$ cat src/rtl/card_dealer_arb.sv
// Finite-deck card source: round-robin grants one card per request, drawn by an LFSR
// probe that walks forward past exhausted values; SHUFFLE (IDLE only) restores the deck.
module card_dealer_arb #(
  parameter int          NREQ   = 4,
  parameter int          COPIES = 4,
  parameter logic [15:0] SEED   = 16'd55332
) (
  input  logic            i_clk,
  input  logic            i_reset,
  input  logic [NREQ-1:0] i_req,
  input  logic            i_shuffle,
  output logic [NREQ-1:0] o_gnt,
  output logic [3:0]      o_card,
  output logic            o_card_valid,
  output logic [5:0]      o_cards_left,
  output logic            o_deck_empty,
  output logic            o_busy
);

  localparam int          PW       = $clog2(NREQ);
  localparam logic [15:0] SEED_EFF = (SEED == 16'd0) ? 16'd1 : SEED;
  localparam logic [2:0]  FULL     = 3'(COPIES);
  localparam logic [5:0]  DECK     = 6'(8 * COPIES);

  typedef enum logic [1:0] {S_IDLE, S_ARB, S_DRAW, S_DEAL} state_t;

  state_t          r_state, w_next;
  logic [15:0]     r_lfsr;
  logic [15:0]     w_lfsr_next;
  logic [2:0]      r_cnt [8];
  logic [5:0]      r_cards_left;
  logic            r_deck_empty;
  logic [PW-1:0]   r_rr_ptr;
  logic [PW-1:0]   r_winner;
  logic [PW-1:0]   w_winner;
  logic            w_found;
  logic            w_start;
  logic [2:0]      r_probe;
  logic            w_hit;
  logic [3:0]      r_card;

  function automatic logic [PW-1:0] rr_idx(input logic [PW-1:0] p, input int k);
    int s;
    s = int'(p) + k;
    if (s >= NREQ) s = s - NREQ;
    return PW'(s);
  endfunction

  // First requester after the last winner, scanning forward with wrap.
  always_comb begin
    w_found  = 1'b0;
    w_winner = '0;
    for (int i = 1; i <= NREQ; i++) begin
      if (!w_found && i_req[rr_idx(r_rr_ptr, i)]) begin
        w_found  = 1'b1;
        w_winner = rr_idx(r_rr_ptr, i);
      end
    end
  end

  assign w_lfsr_next = r_lfsr[0] ? ((r_lfsr >> 1) ^ 16'hB400) : (r_lfsr >> 1);
  assign w_hit       = (r_cnt[r_probe] != 3'd0);
  assign w_start     = (r_state == S_IDLE) && !i_shuffle && w_found && !r_deck_empty;

  always_ff @(posedge i_clk) begin
    if (i_reset) r_state <= S_IDLE;
    else         r_state <= w_next;
  end

  always_comb begin
    w_next       = r_state;
    o_gnt        = '0;
    o_card       = 4'd0;
    o_card_valid = 1'b0;
    o_busy       = (r_state != S_IDLE);
    case (r_state)
      S_IDLE: if (w_start) w_next = S_ARB;
      S_ARB:  w_next = S_DRAW;
      S_DRAW: if (w_hit) w_next = S_DEAL;
      S_DEAL: begin
        w_next          = S_IDLE;
        o_gnt[r_winner] = 1'b1;
        o_card          = r_card;
        o_card_valid    = 1'b1;
      end
      default: w_next = S_IDLE;
    endcase
  end

  always_ff @(posedge i_clk) begin
    if (i_reset) begin
      r_lfsr       <= SEED_EFF;
      for (int v = 0; v < 8; v++) r_cnt[v] <= FULL;
      r_cards_left <= DECK;
      r_deck_empty <= 1'b0;
      r_rr_ptr     <= PW'(NREQ - 1);
      r_winner     <= '0;
      r_probe      <= 3'd0;
      r_card       <= 4'd0;
    end else begin
      r_lfsr <= w_lfsr_next;
      case (r_state)
        S_IDLE: begin
          if (i_shuffle) begin
            for (int v = 0; v < 8; v++) r_cnt[v] <= FULL;
            r_cards_left <= DECK;
            r_deck_empty <= 1'b0;
          end else if (w_start) begin
            r_winner <= w_winner;
          end
        end
        S_ARB: r_probe <= r_lfsr[6:4];
        // Probe index is value-1, so 3-bit wrap gives 8 -> 1.
        S_DRAW: begin
          if (w_hit) begin
            r_cnt[r_probe] <= r_cnt[r_probe] - 3'd1;
            r_cards_left   <= r_cards_left - 6'd1;
            r_deck_empty   <= (r_cards_left == 6'd1);
            r_card         <= {1'b0, r_probe} + 4'd1;
          end else begin
            r_probe <= r_probe + 3'd1;
          end
        end
        S_DEAL: r_rr_ptr <= r_winner;
        default: ;
      endcase
    end
  end

  assign o_cards_left = r_cards_left;
  assign o_deck_empty = r_deck_empty;

endmodule

$ cat config.mk
export PLATFORM = sky130hd
export DESIGN_NAME = card_dealer_arb
export DESIGN_NICKNAME = d
export VERILOG_FILES = /design/src/rtl/card_dealer_arb.sv
export SDC_FILE = /design/constraint.sdc
export NUM_CORES = 1
export LEC_CHECK = 0
export ABC_AREA = 0
export CORE_UTILIZATION = 50
export DETAILED_ROUTE_END_ITERATION = 8
export PLACE_DENSITY = 0.82
export REMOVE_ABC_BUFFERS = 1
export SYNTH_ARGS = -nofsm -noshare
export SYNTH_HDL_FRONTEND = slang
export SYNTH_SLANG_ARGS = --single-unit
$ cat constraint.sdc
create_clock -name i_clk -period 3.2 [get_ports i_clk]
set_clock_uncertainty 0.05 [all_clocks]
set_input_delay 0.32 -clock i_clk [delete_from_list [all_inputs] [get_ports i_clk]]
set_output_delay 0.32 -clock i_clk [all_outputs]
set_load 0.02 [all_outputs]
==> After elaboration in Yosys (flattened, before gate mapping) <==
Memories as Yosys holds them, arrays and structs flattened. A register that Yosys moved wholly into a read port is not among the register bits.
Index checks and enable logic that the tools add are counted.
{ "word_totals": {"mem_count": 1, "ff_bits": 36, "ram_bits": 24, "inputBits": 7, "out_inout_bits": 17} }
{ "memory_table": {"columns": ["memory", "depth", "word_bits", "read_ports", "rd_clocked_by_memory_dff", "wr", "line", "source"], "rows": [
  ["r_cnt", 8, 3, 1, 1, 8, "30", "logic [2:0] r_cnt [8];"]
]} }
{ "op_classes": {"mux": 60, "n_lt_le_gt_ge": 10, "bitwise_logic": 10, "n_addsub": 12, "eq_ne": 8, "n_reduce_logical": 23} }
{ "op_table": {"columns": ["operator", "n"], "rows": [
  ["$mux W3", 13],
  ["$mux W1", 23],
  ["$mux W2", 10],
  ["$mux W16", 1],
  ["$lt A2 B3 Y1 const B", 5],
  ["$mux W6", 2],
  ["$pmux W6 S2", 1],
  ["$ge A3 B3 Y1 const B", 3],
  ["$bmux W1 S2", 4],
  ["$mux W4", 2],
  ["$ne A2 B2 Y1 const B", 4],
  ["$or A1 B1 Y1", 8],
  ["$pmux W2 S4", 1],
  ["$sub A2 B1 Y2 const B", 4],
  ["$logic_and A1 B1 Y1", 7],
  ["$add A2 B2 Y3 const B", 2],
  ["$eq A6 B1 Y1 const B", 1],
  ["$pmux W3 S2", 1],
  ["$reduce_and A2 Y1", 3],
  ["$reduce_and A3 Y1", 2],
  ["$reduce_bool A2 Y1", 3],
  ["$sub A6 B1 Y6 const B", 1],
  ["$logic_not A1 Y1", 5],
  ["$add A2 B3 Y4 const B", 1],
  ["other kinds (15)", 16]
]} }

==> Logic depth before layout (Yosys ltp) <==
Gate-level depths: netlist of the first run.
{ "depth": {"depth_word": 19, "mapped_depth": 11} }

==> Least setup slack after synthesis of the first run <==
Ideal clock, no wire load.
{ "synth_timing": {"path_kind": "reg-to-reg", "startpoint": "register with a tool-made name", "endpoint": "memory r_cnt[7][0], enable pin", "setup_ps": 303, "t_required_ps": 2847, "t_arrival_ps": 2269, "path_stages_with_launch": 12, "slack_ps": 579, "cell_sequence": "dfxtp_1 > buf_6 > mux4_2 > mux2_4 > inv_1 > ha_1 > ha_1 > nand2b_1 > buf_2 > nor3b_2 > nand3_1 > nand2_1"} }
{ "synth_lines": {"columns": ["element", "line"], "rows": [
  ["end: declaration", "30"]
]} }

==> results of run 1 <==
==> how the worst min path moves through the flow <==
stage	from	end	cells past startpoint
2_1_floorplan	i_reset	o_deck_empty	1
3_3_place_gp	r_lfsr[12]	r_lfsr[11]	1
3_5_place_dp	r_lfsr[12]	r_lfsr[11]	1
4_1_cts	r_lfsr[12]	r_lfsr[11]	1
5_1_grt	r_lfsr[12]	r_lfsr[11]	1
6_report	r_lfsr[12]	r_lfsr[11]	1
==> synth_stat cells, drive strengths merged <==
cell type and count:
a2111oi 1, nand3 12, or2 5, nor2b 13, o21bai 1, a21boi 1, o32a 1, xor2 4
o21ai 2, o21a 1, nor3b 2, a311oi 2, inv 10, o22ai 1, or3 1, xnor2 5
ha 8, a31oi 1, buf 6, a21oi 13, mux4 6, dfxtp 39, nand2 27, nand2b 10
a211o 2, and3b 1, a211oi 4, nor2 38, mux2 2, mux2i 4, nor3 4, and2 6
nand4 4, and3 1, nand3b 1, clkbuf 4, edfxtp 24
==> sequential cells by signal, summed over array words and instances, names as in the netlist, named ones only <==
signal	cells
r_winner	2
r_cnt	24
o_deck_empty	1
r_probe	3
r_rr_ptr	2
r_state	2
o_cards_left	6
r_card	4
r_lfsr	16
==> cell families after synthesis <==
family,Yosys count,share of synthesized area [%]
and+or+nand+nor,125,21.9
DFF,63,53.4
AOI/OAI and AO/OA,30,7.57
buffers and inverters,20,3.03
muxes,12,7.70
xor gates and xnor gates,9,2.80
adders and majority gates,8,3.56
==> power by group through the flow <==
| stage | sequential, uW | combinational (uW) | clock, uW |
|---|---|---|---|
| floorplan | 1130 | 578 | 0 |
| global placement | 1130 | 829 | 0 |
| detailed placement | 1130 | 853 | 0 |
| CTS | 1120 | 859 | 733 |
| global route | 1140 | 958 | 771 |
| finish | 1120 | 861 | 728 |
==> metrics by stage <==
step / hold slack [ps] / util [%] / cells / worst slack (ps) / total power [uW]
final: 364 / 62.9 / 369 / 241 / 2710
after global routing: 377 / 62.9 / 369 / 7.84 / 2870
after CTS: 368 / 62.9 / 369 / 263 / 2710
after detailed placement: 350 / 58.9 / 353 / 259 / 1990
after global placement: 343 / 58.9 / 353 / 379 / 1960
after floorplan: 339 / - / 257 / 583 / 1710
==> layer usage <==
layer	global-route usage (%)	up-vias	part of all wire, %	wire, um
met5	0	-	0	0
met4	11.3	0	2.3	117
met3	3.81	12	7.2	372
met2	27.3	69	44	2260
met1	26.6	955	47	2410
li1	-	980	-	-
==> area by class of cell <==
class                           instances  share of cell area, %
Clock inverter                          6                   1.96
Timing Repair Buffer                   26                   7.62
Clock buffer                           10                   4.49
Sequential cell                        63                   45.3
Tap cell                               70                   2.64
Multi-Input combinational cell        184                   36.9
Inverter                               10                   1.13
==> worst max-delay path, stage by stage, from the launching register on <==
cell	delay (ps)
dfxtp_1	500
mux4_2	280
mux2_4	220
inv_1	60
ha_1	190
ha_1	200
nand2b_1	280
nor3b_2	500
nand3_1	230
nand2_1	180
==> results.ini, run 1 <==
[final_layout]
finalNetCount=309
multiInputGateArea_um2=1220
fillers=409
final_common_cell=dfxtp_1
final_cell_mix=39 x dfxtp_1, 38 x nor2_1, 27 x nand2_1
area.sequential_um2=1500
drive_gt1_share_pct=10.4
final_cell_area_um2=3320
diodes=0
syn_to_final_growth_pct=18.0

[place]
dp_hpwl_mm=3.53
routabilityCongestion=0.883
port_buffers=23
placed_area_um2=3100

[floorplan]
io-pin-count=24
initial_core_util_pct=53.3
core_area_um2=5270
std_cell_rows=26
die_h_um=77.0
die_area_um2=5920
fp.dieW_um=77.0

[cts]
htreeDepth=3
cts_tree=done
post-cts-setup-buffers=0
cts_made_buffers=9
holdBufCountCts=0
clockBufferDepth=2
clock_latency_ps=340
clk_pin_slew_worst_paths_ps=70
post_cts_resized=0
cts-root-buf=clkbuf_8
clkSinkCount=63

[route]
drc=0
vias_per_cell=5.46
vias=2016
routed_wl_mm=5.16
ant_nets=0
wire_per_inst_um=14.0
firstDrtPassIters=6
first_iter_violations=142

[pwr]
powerDensity_nw_per_um2=816
seqPwrFrac_pct=41.3
netSwitchingFraction_pct=35.1
p_leak_uw=0.00124
clockPowerShare_pct=26.9
combPwrFrac_pct=31.8
p_int_uw=1760
power.switching_uw=950
max-vdd-ir-drop_mv=0.434

[setup_path]
startpoint_type=register
worstSetupEndpointType=register
arrival_ps=2960
path_max_fanout=9
cp-endpoint=r_cnt[7][2]
reg2reg_slack_ps=240
reg2reg_to=r_cnt[7][2]
rr_worst_depth=9
required_ps=3200
crit_type=register to register

[worst_hold_path]
min-delay-path-class=register to register

[synth]
ys_seq_area_share_pct=53.4
syn_area_per_cell_um2=10.5
synth_area_leaders=dfxtp_1 28%, edfxtp_1 26%, nor2_1 5.1%
yosys_warnings=0
synth_cell_types=43
syn_inst=267
synth_top_area_share_pct=27.8
synth_area_um2=2810
ys_ff_latch=63
yosysTopAreaCell=dfxtp_1

[global_routing]
grt_pass1_wl_mm=8.65
antenna_found_initial=0
gr-total-overflow=0
grt_max_degree=21
grt_use_total_pct=19.1
grt_pass1_vias=1807

[timing]
setup_tns_ps=0
period_share_pct=92.5
relSlewSlack_pct=63.9
rsz0062_at_grt=false
hold_viol=0
fin_crit_ps=2960
worst_pin_slew_ps=539
fmax_mhz=338
finalSetupViolCount=0
drv_slew=0

[job]
drv_cap=0

[status]
status=finished clean

No activity file was read; power rests on OpenSTA's default activity.
==> run 2, diff against run 1 <==
- CORE_MARGIN: not set -> 1.5
==> run 2 against run 1 <==
  * Fmax shrank 0.36%
  * Critical path type unchanged
  * Power fell by 0.28%
  * Largest cell class unchanged
  * Critical endpoint is now r_cnt[3][1]
  * Clock-buffer cell count up 1
  * Largest power group unchanged
  * Worst setup slack lost 11 ps
  * Via count shrank 2.3%
==> results.ini, run 2 (synthesis results as in run 1) <==
[final_layout]
top_register=r_cnt  ; unchanged
final_common_cell=dfxtp_1  ; unchanged
largest_reg_flops=24  ; unchanged
finalNetCount=308  ; was 309
fillers=458  ; was 409
post-route-util_pct=60.4  ; was 62.9%
final_cell_mix=39 x dfxtp_1, 38 x nor2_1, 27 x nand2_1  ; unchanged
drive_gt1_share_pct=8.72  ; was 10.4%
syn_to_final_growth_pct=17.7  ; was 18.0%
diodes=0  ; unchanged
final_cell_area_um2=3310  ; was 3320 um2

[setup_path]
reg2reg_slack_ps=230  ; was 240 ps
path_max_fanout=9  ; unchanged
rr_worst_depth=9  ; unchanged
arrival_ps=2960  ; about the same
startpoint_type=register  ; unchanged
required_ps=3190  ; was 3200 ps
crit_type=register to register  ; unchanged
worstSetupEndpointType=register  ; unchanged
cp-endpoint=r_cnt[3][1]  ; was r_cnt[7][2]
reg2reg_to=r_cnt[3][1]  ; was r_cnt[7][2]

[cts]
clockBufferDepth=2  ; unchanged
holdBufCountCts=0  ; unchanged
cts-root-buf=clkbuf_8  ; unchanged
htreeDepth=3  ; unchanged
cts_made_buffers=9  ; unchanged
clock_latency_ps=330  ; was 340 ps
clk_pin_slew_worst_paths_ps=60  ; was 70 ps
clkSinkCount=63  ; unchanged
cts_tree=done  ; unchanged

[floorplan]
std_cell_rows=27  ; was 26
die_h_um=78.0  ; was 77.0 um
initial_core_util_pct=51.3  ; was 53.3%
die_area_um2=6080  ; was 5920 um2
io-pin-count=24  ; unchanged
core_area_um2=5470  ; was 5270 um2
fp.dieW_um=78.0  ; was 77.0 um

[route]
vias_per_cell=5.32  ; was 5.46
wire_per_inst_um=13.7  ; was 14.0 um
routed_wl_mm=5.07  ; was 5.16 mm
routed-wl-met2_mm=2.34  ; was 2.26 mm
ant_nets=0  ; unchanged
wl_met3_um=235  ; was 372 um
top_layer=met4  ; unchanged
drc=0  ; unchanged
first_iter_violations=187  ; was 142
met1_length_mm=2.39  ; was 2.41 mm
firstDrtPassIters=5  ; was 6
vias=1970  ; was 2016

[timing]
rsz0062_at_grt=false  ; unchanged
hold_viol=0  ; unchanged
fmax_mhz=337  ; was 338 MHz
fin_crit_ps=2970  ; was 2960 ps
drv_slew=0  ; unchanged
setup_tns_ps=0  ; unchanged
finalSetupViolCount=0  ; unchanged
period_share_pct=92.8  ; was 92.5%
relSlewSlack_pct=65.5  ; was 63.9%
worst_pin_slew_ps=516  ; was 539 ps

[pwr]
p_leak_uw=0.00124  ; about the same
max-vdd-ir-drop_mv=0.382  ; was 0.434 mV
clockPowerShare_pct=26.4  ; was 26.9%
combPwrFrac_pct=32.2  ; was 31.8%
seqPwrFrac_pct=41.4  ; was 41.3%
power.switching_uw=918  ; was 950 uW
powerDensity_nw_per_um2=816  ; about the same
netSwitchingFraction_pct=34.0  ; was 35.1%
p_int_uw=1780  ; was 1760 uW

[global_routing]
gr-total-overflow=0  ; unchanged
grt_pass1_wl_mm=8.18  ; was 8.65 mm
grt_use_total_pct=17.8  ; was 19.1%
antenna_found_initial=0  ; unchanged
grt_pass1_vias=1799  ; was 1807
grt_max_degree=25  ; was 21

[place]
dp_hpwl_mm=3.59  ; was 3.53 mm
placed_area_um2=3100  ; about the same
routabilityCongestion=0.817  ; was 0.883
port_buffers=23  ; unchanged

[job]
drv_cap=0  ; unchanged

[status]
status=finished clean  ; unchanged

[worst_hold_path]
min-delay-path-class=register to register  ; unchanged

==> run 2: changes by cell type in the layout (fill, tap and decap cells not counted), sizes merged <==
cell	previous run	this run
inv	12	10
bufinv	1	2
buf	3	2
clkbuf	10	11
==> run 2: worst max-delay path: stages, from the launching register on <==
cell	delay, ps
dfxtp_1	510
mux4_2	290
mux2_4	220
inv_1	60
ha_1	190
ha_1	200
nand2b_1	300
nor3_2	460
nand3_1	210
nand2_1	180
==> run 2: worst min path at each step <==
stage                    start      endpoint  cells after the start  slack, ps
global placement    r_lfsr[12]    r_lfsr[11]                      1        340
finish              r_lfsr[12]    r_lfsr[11]                      1        360
detailed placement   r_lfsr[3]     r_lfsr[2]                      1        350
global route        r_lfsr[12]    r_lfsr[11]                      1        380
CTS                 r_lfsr[15]    r_lfsr[14]                      1        370
floorplan              i_reset  o_deck_empty                      1        340
==> run 2: power by group through the flow <==
stage                     Combinational [uW]  Clock, uW  Sequential, uW
after floorplan                          578          0            1130
after global placement                   830          0            1130
after detailed placement                 861          0            1130
after CTS                                868        725            1120
after global routing                     948        760            1140
final                                    869        712            1120
==> run 2: cell type report <==
cell class	count	area, um2	area share [%]
Clock inverter	5	72.6	2.19
Timing Repair Buffer	25	245	7.41
Inverter	10	37.5	1.13
Multi-Input combinational cell	184	1230	37.2
Tap cell	72	90.1	2.72
Clock buffer	11	131	3.97
Sequential cell	63	1500	45.4
==> run 2: metrics by stage <==
stage | worst slack [ps] | power (uW) | std cells | hold slack, ps
finish | 230 | 2700 | 370 | 360
global route | 56.2 | 2850 | 370 | 377
CTS | 213 | 2710 | 370 | 366
detailed placement | 218 | 2000 | 354 | 349
global placement | 352 | 1960 | 354 | 343
floorplan | 583 | 1710 | 257 | 339
==> run 2: metal layers <==
metal,track usage (%),vias up
met3,5.29,10
met2,26.4,50
li1,-,990
met5,0,-
met4,9.82,0
met1,23.4,920
==> run 2: what timing repair did <==
action                                  in CTS  in global routing
resized for setup                            0                  1
endpoints found under the setup margin       0                  3
buffers inserted                             0                  0
endpoints found under the hold margin        0                  0
==> run 3, diff against run 2 <==
- CORE_ASPECT_RATIO: not set -> 1.25
- CORE_MARGIN: 1.5 -> 8
==> run 3 against run 2 <==
  * Worst hold slack got worse by 1.9 ps
  * Final cell count fell by 2.2%
  * Non-clock buffer count did not move
  * Via count rose by 0.76%
  * Combinational power fell by 1%
  * Final area rose by 0.76%
  * Clock-buffer cell count fell by 2
  * Utilization rose by 0.79 points
  * Critical path depth did not move
  * Critical path type unchanged
  * Largest cell class unchanged
  * Highest routed layer unchanged
==> results.ini, run 3 (synthesis results as in run 1) <==
[status]
status=finished clean  ; unchanged

[pwr]
powerDensity_nw_per_um2=843  ; was 816 nW/um2
seqPwrFrac_pct=39.9  ; was 41.4%
netSwitchingFraction_pct=33.7  ; was 34.0%
combPwrFrac_pct=30.6  ; was 32.2%
max-vdd-ir-drop_mv=0.569  ; was 0.382 mV
power.switching_uw=946  ; was 918 uW
p_leak_uw=0.00125  ; was 0.00124 uW
p_int_uw=1860  ; was 1780 uW
clockPowerShare_pct=29.5  ; was 26.4%

[final_layout]
drive_gt1_share_pct=10.1  ; was 8.72%
final_cell_mix=39 x dfxtp_1, 38 x nor2_1, 27 x nand2_1  ; unchanged
finalNetCount=308  ; unchanged
syn_to_final_growth_pct=18.6  ; was 17.7%
diodes=0  ; unchanged
largest_reg_flops=24  ; unchanged
top_register=r_cnt  ; unchanged
final_common_cell=dfxtp_1  ; unchanged

[timing]
whs_ps=358  ; was 360 ps
drv_slew=0  ; unchanged
worst_pin_slew_ps=750  ; was 516 ps
relSlewSlack_pct=50.0  ; was 65.5%
fin_crit_ps=2950  ; was 2970 ps
rsz0062_at_grt=false  ; unchanged
period_share_pct=92.3  ; was 92.8%
setup_tns_ps=0  ; unchanged
finalSetupViolCount=0  ; unchanged
hold_viol=0  ; unchanged
fmax_mhz=339  ; was 337 MHz

[route]
vias=1985  ; was 1970
routed_wl_mm=5.65  ; was 5.07 mm
first_iter_violations=94  ; was 187
ant_nets=0  ; unchanged
firstDrtPassIters=4  ; was 5
vias_per_cell=5.48  ; was 5.32
drc=0  ; unchanged
wire_per_inst_um=15.6  ; was 13.7 um

[global_routing]
grt_use_total_pct=14.1  ; was 17.8%
grt_pass1_wl_mm=9.38  ; was 8.18 mm
grt_max_degree=16  ; was 25
grt_pass1_vias=1995  ; was 1799
gr-total-overflow=0  ; unchanged
antenna_found_initial=0  ; unchanged

[cts]
htreeDepth=3  ; unchanged
cts_made_buffers=9  ; unchanged
clkSinkCount=63  ; unchanged
clockBufferDepth=2  ; unchanged
clock_latency_ps=340  ; was 330 ps
holdBufCountCts=0  ; unchanged
cts_tree=done  ; unchanged
cts-root-buf=clkbuf_8  ; unchanged
post_cts_resized=0  ; unchanged
post-cts-setup-buffers=0  ; unchanged
clk_pin_slew_worst_paths_ps=70  ; was 60 ps

[setup_path]
startpoint_type=register  ; unchanged
path_max_fanout=9  ; unchanged
required_ps=3190  ; about the same
arrival_ps=2940  ; was 2960 ps
crit_type=register to register  ; unchanged
worstSetupEndpointType=register  ; unchanged

[job]
drv_cap=0  ; unchanged

[place]
routabilityCongestion=0.804  ; was 0.817
port_buffers=23  ; unchanged
dp_hpwl_mm=4.09  ; was 3.59 mm

[floorplan]
initial_core_util_pct=51.6  ; was 51.3%
std_cell_rows=30  ; was 27
die_h_um=99.8  ; was 78.0 um
die_area_um2=8290  ; was 6080 um2
fp.dieW_um=83.1  ; was 78.0 um
io-pin-count=24  ; unchanged
core_area_um2=5440  ; was 5470 um2

[worst_hold_path]
min-delay-path-class=register to register  ; unchanged

[run 3: cell types whose count changed in the layout (fill, tap and decap cells not counted), sizes merged]
cell | previous run | this run
clkbuf | 11 | 9
bufinv | 2 | 3
clkinv | 3 | 4
[run 3: power groups by stage]
stage / Combinational, uW / Clock [uW] / Sequential (uW)
floorplan: 578 / 0 / 1130
global placement: 833 / 0 / 1130
detailed placement: 853 / 0 / 1140
CTS: 859 / 840 / 1120
global route: 943 / 877 / 1140
finish: 860 / 829 / 1120
[run 3: final cells by class]
cell class	instances	area, um2
fill	429	2110
sequential	63	1500
timing repair buffer	25	245
clock inverter	7	121
multi-input combinational	184	1220
clock buffer	9	124
tap	64	80.1
inverter	10	37.5
[run 3: per-layer routing]
layer	wire length [um]	vias up	global-route usage, %
met5	0	-	0
met3	169	13	4.21
met1	2340	957	14.4
met2	3020	37	24.8
met4	123	0	8.67
li1	-	978	-
[run 3: path summary, 6_finish.rpt]
| check | from | to | slack [ps] | cells past startpoint |
|---|---|---|---|---|
| worst max register to register | register | r_cnt[7][1] | 250 | 9 |
| worst max-delay path | register | r_cnt[7][1] | 250 | 9 |
| worst min-delay path | r_lfsr[3] | r_lfsr[2] | 360 | 1 |
| worst min register to register | r_lfsr[3] | r_lfsr[2] | 360 | 1 |
[run 3: worst max-delay path: stages, from the launching register on]
cell      delay [ps]
dfxtp_1          500
mux4_2           280
mux2_4           220
inv_1             60
ha_1             190
ha_1             210
nand2b_1         300
nor3b_2          460
nand3_1          200
nand2_1          180
[run 3: metrics by stage]
stage / total power [uW] / utilization, % / setup WS, ps / instance area, um2 / instances
3_5_place_dp: 1990 / 56.7 / 269 / 3090 / 346
6_report: 2810 / 61.2 / 246 / 3330 / 362
2_1_floorplan: 1710 / - / 583 / 2760 / 257
3_3_place_gp: 1960 / 56.7 / 378 / 3090 / 346
5_1_grt: 2960 / 61.2 / 36.7 / 3330 / 362
4_1_cts: 2820 / 61.2 / 249 / 3330 / 362
